[config.mk]
export PLATFORM = sky130hd
export DESIGN_NAME = updown_counter_n
export DESIGN_NICKNAME = d
export VERILOG_FILES = /design/src/rtl/updown_counter_n.sv
export SDC_FILE = /design/constraint.sdc
export NUM_CORES = 1
export LEC_CHECK = 0
export CAP_MARGIN = 20
export CELL_PAD_IN_SITES_DETAIL_PLACEMENT = 1
export CELL_PAD_IN_SITES_GLOBAL_PLACEMENT = 2
export CORE_ASPECT_RATIO = 0.6
export CORE_MARGIN = 4
export CORE_UTILIZATION = 28
export CTS_CLUSTER_SIZE = 10
export DETAILED_ROUTE_END_ITERATION = 8
export PLACE_DENSITY_LB_ADDON = 0.1
export SLEW_MARGIN = 20
export SYNTH_ARGS = -nofsm -noshare
export SYNTH_HDL_FRONTEND = slang
export SYNTH_SLANG_ARGS = --single-unit
[constraint.sdc]
create_clock -name clock -period 4.34 [get_ports clock]
set_input_delay 0.868 -clock clock [delete_from_list [all_inputs] [get_ports clock]]
set_output_delay 0.868 -clock clock [all_outputs]
set_load 0.01 [all_outputs]
[src/rtl/updown_counter_n.sv]
// updown_counter_n: prescaled up/down counter with load, programmable step, wrap/saturate mode and event flags
module updown_counter_n #(
  parameter int WIDTH       = 16,
  parameter int STEP_WIDTH  = 4,
  parameter int PRESCALE    = 1,
  parameter int SATURATE    = 0,
  parameter int RESET_VALUE = 0
) (
  input  logic                  clock,
  input  logic                  reset_,
  input  logic                  load_,
  input  logic [WIDTH-1:0]      load_value,
  input  logic                  enable,
  input  logic                  up,
  input  logic [STEP_WIDTH-1:0] step,
  input  logic                  clear_flags,
  output logic [WIDTH-1:0]      out,
  output logic                  tick,
  output logic                  wrapped,
  output logic                  overflow_sticky,
  output logic                  underflow_sticky
);
  localparam int PW = PRESCALE > 1 ? $clog2(PRESCALE) : 1;
  if (STEP_WIDTH < 1 || STEP_WIDTH > WIDTH || PRESCALE < 1 || SATURATE < 0 || SATURATE > 1 ||
      RESET_VALUE < 0 || (RESET_VALUE >> WIDTH) != 0) begin : g_bad_params
    $error("updown_counter_n: invalid parameter combination");
  end
  logic [PW-1:0] pre;
  logic [WIDTH:0] ext, res;
  logic [WIDTH-1:0] nxt;
  logic apply, carry, hit_ov, hit_un;
  // one extra bit on the result: carry on up, borrow on down
  always_comb begin
    ext    = (WIDTH+1)'(step);
    res    = up ? {1'b0, out} + ext : {1'b0, out} - ext;
    carry  = res[WIDTH];
    apply  = load_ && enable && pre == PW'(PRESCALE-1);
    hit_ov = apply && up && carry;
    hit_un = apply && !up && carry;
    nxt    = (carry && SATURATE != 0) ? {WIDTH{up}} : res[WIDTH-1:0];
  end
  always_ff @(posedge clock) begin
    if (!reset_) begin
      out              <= WIDTH'(RESET_VALUE);
      pre              <= '0;
      tick             <= 1'b0;
      wrapped          <= 1'b0;
      overflow_sticky  <= 1'b0;
      underflow_sticky <= 1'b0;
    end else begin
      overflow_sticky  <= hit_ov | (overflow_sticky & ~clear_flags);
      underflow_sticky <= hit_un | (underflow_sticky & ~clear_flags);
      tick             <= apply;
      wrapped          <= apply & carry;
      if (!load_) begin
        out <= load_value;
        pre <= '0;
      end else if (apply) begin
        out <= nxt;
        pre <= '0;
      end else if (enable) pre <= pre + 1'b1;
    end
  end
endmodule

==> impl_metrics.py <==
metrics = {
    "timing": {
        "hold_viol": 0,
        "max_freq_ghz": 0.2649,
        "worst_slew_pin_slew_ns": 0.8847,
        "slew_headroom": 0.4102,
        "clock_skew_ns": 0.003279,
        "slew_violations": 0,
        "fin_tns_setup_ns": 0,
        "setup_viol": 0,
        "finalCritPeriodShare": 0.8698,
        "period_minus_slack_ns": 3.775,
        "holdWs_ns": 0.4824,
        "setup_slack_ns": 0.5652,
        "rsz0062_at_grt": "false",
    },
    "grt": {
        "antenna_found_initial": 0,
        "grtUsageTotal": 0.1564,
        "grt_pass1_wl_mm": 9.970,
        "grt-ovfl-total": 0,
        "grt_pass1_vias": 1829,
        "grt_max_degree": 35,
    },
    "die": {
        "die_w_um": 111.2,
        "io_pins": 46,
        "start_util": 0.2902,
        "die_area_um2": 7775,
        "num_rows": 22,
        "design.core.area_um2": 6166,
        "fp.dieH_um": 69.92,
    },
    "routing": {
        "vias": 1833,
        "drc": 0,
        "avgViaCountPerCell": 5.207,
        "ant_nets": 0,
        "wl_per_cell_um": 16.79,
        "drtPass1Iterations": 4,
        "routed_wl_mm": 5.911,
        "drt_iter0_drc": 68,
    },
    "worst_setup_path": {
        "crit_fanout": 4,
        "cp-end-kind": "flop",
        "startpoint_type": "primary input",
        "crit_path_start": "step[0]",
        "reg2reg_from": "out[0]",
        "required_ns": 4.51,
        "path_class": "primary input to flop",
        "arrival_ns": 3.95,
    },
    "logic_synthesis": {
        "synth_nets": 273,
        "yosysSeqAreaShare": 0.2350,
        "synth_edf_count": 0,
        "ys.flop_type": "dfxtp_1",
        "netlist_instances": 228,
        "yosysWarnings": 0,
        "synth.avg_cell_area_um2": 7.847,
        "synth_area_um2": 1789,
        "synth_cell_types": 46,
        "async_flop_share": 0,
        "ys_seq_elements": 21,
    },
    "finish": {
        "nets": 314,
        "final_common_cell": "clkdlybuf4s50_1",
        "stdcell_area_um2": 2370,
        "postLayoutCoreUtil": 0.3843,
        "antenna_cells": 0,
        "regArea_um2": 420.4,
        "fillers": 771,
        "multi_input_area_um2": 1276,
        "syn2layout_area_growth_pct": 32.45,
        "finalNonFillerCells": 352,
        "drive_gt1_frac": 0.04851,
        "most-common-layout-cells": "clkdlybuf4s50_1 (45), nand2_1 (22), dfxtp_1 (21)",
    },
    "clock_network": {
        "numCtsBuffers": 3,
        "clk_latency_ns": 0.27,
        "cts_sinks": 21,
        "htreeDepth": 1,
        "cts_tree": "built",
        "clock_path_buffers": 2,
        "cts.hold.buffers_added": 0,
        "clk_transition_reported_paths_ns": 0.09,
        "clockRootBuffer": "clkbuf_8",
        "cts_resized": 0,
        "cts_setup_buffers": 0,
    },
    "pwr": {
        "power_density_nw_per_um2": 274.7,
        "ir_drop_mv": 0.1188,
        "total_power_uw": 650.9,
        "p_seq_frac": 0.341,
        "leakagePower_nw": 0.9862,
        "p_clk_frac": 0.220,
        "p_sw_uw": 243.1,
        "comb_power_share": 0.439,
        "sw_frac_of_total": 0.3735,
        "p_int_uw": 407.8,
    },
    "worst_hold_path": {
        "hold_path.class": "flop to flop",
        "hp-start": "overflow_sticky",
    },
    "placed_design": {
        "hpwl_mm": 4.505,
        "post-place-ws_ns": 0.3062,
        "place_congestion": 0.8163,
        "place_inst": 348,
        "port_buffers": 45,
        "place_area_um2": 2323,
    },
    "job": {
        "maxCapViolCount": 0,
    },
    "run_status": {
        "status": "completed",
    },
}
## worst max-delay path, stage by stage
cell and delay [ns]:
clkdlybuf4s50_1 0.51, inv_1 0.06, ha_1 0.28, mux2_2 0.30, fa_1 0.47, a211oi_2 0.22
o21ai_1 0.15, o31a_1 0.33, o41ai_4 0.40, nand2_1 0.10, a32o_1 0.26
## registers in the layout (all words and copies together), names as in the netlist
register	cells
pre	1
overflow_sticky	1
tick	1
underflow_sticky	1
out	16
wrapped	1
## Yosys cell counts, types with 5 or more instances
master     n  area, um^2
o211ai_1   6       45.04
a21o_1     5       37.54
xnor2_1    6       52.55
o211a_1    5       50.05
nand4_1    6       37.54
clkbuf_1  10       37.54
ha_1      18       225.2
nand3_1   13       65.06
nor2_1    12       45.04
nand2_1   22       82.58
inv_1     11       41.29
a21oi_1   20       100.1
dfxtp_1   21       420.4
o21ai_0   18       90.09
## power groups by stage
| stage | logic, mW | registers (mW) | clock network, mW |
|---|---|---|---|
| 2_1_floorplan | 0.177 | 0.231 | 0 |
| 3_3_place_gp | 0.287 | 0.227 | 0 |
| 3_5_place_dp | 0.285 | 0.227 | 0 |
| 4_1_cts | 0.287 | 0.223 | 0.147 |
| 5_1_grt | 0.319 | 0.225 | 0.156 |
| 6_report | 0.285 | 0.222 | 0.143 |
## final timing paths
check / endpoint / slack [ns] / depth (start not counted)
worst max register to register: overflow_sticky / 1.78 / 8
worst max-delay path: overflow_sticky / 0.57 / 11
worst min register to register: overflow_sticky / 0.48 / 1
worst min-delay path: overflow_sticky / 0.48 / 1
## kinds of logic after synthesis
family | Yosys count | share of synthesized area
xor gates and xnor gates | 10 | 0.04895
muxes | 5 | 0.02937
and+or+nand+nor | 69 | 0.1881
buffers and inverters | 24 | 0.05175
adders and majority gates | 19 | 0.1371
AOI/OAI and AO/OA | 80 | 0.3098
DFF | 21 | 0.2350
## final cells by class
| class | count | area share |
|---|---|---|
| Clock buffer | 3 | 0.01742 |
| Clock inverter | 1 | 0.002112 |
| Inverter | 11 | 0.01742 |
| Multi-Input combinational cell | 183 | 0.5385 |
| Sequential cell | 21 | 0.1774 |
| Tap cell | 84 | 0.04435 |
| Timing Repair Buffer | 49 | 0.2027 |
## layer usage
| metal | wire length [um] | share of wire | GRT usage | vias to the layer above |
|---|---|---|---|---|
| met5 | 0 | 0 | 0 | - |
| met4 | 27 | 0.0046 | 0.02024 | 0 |
| met3 | 301 | 0.051 | 0.03290 | 2 |
| met2 | 2049 | 0.35 | 0.2077 | 47 |
| met1 | 3532 | 0.60 | 0.2557 | 857 |
| li1 | - | - | - | 927 |
No activity file was read; power rests on OpenSTA's default activity.
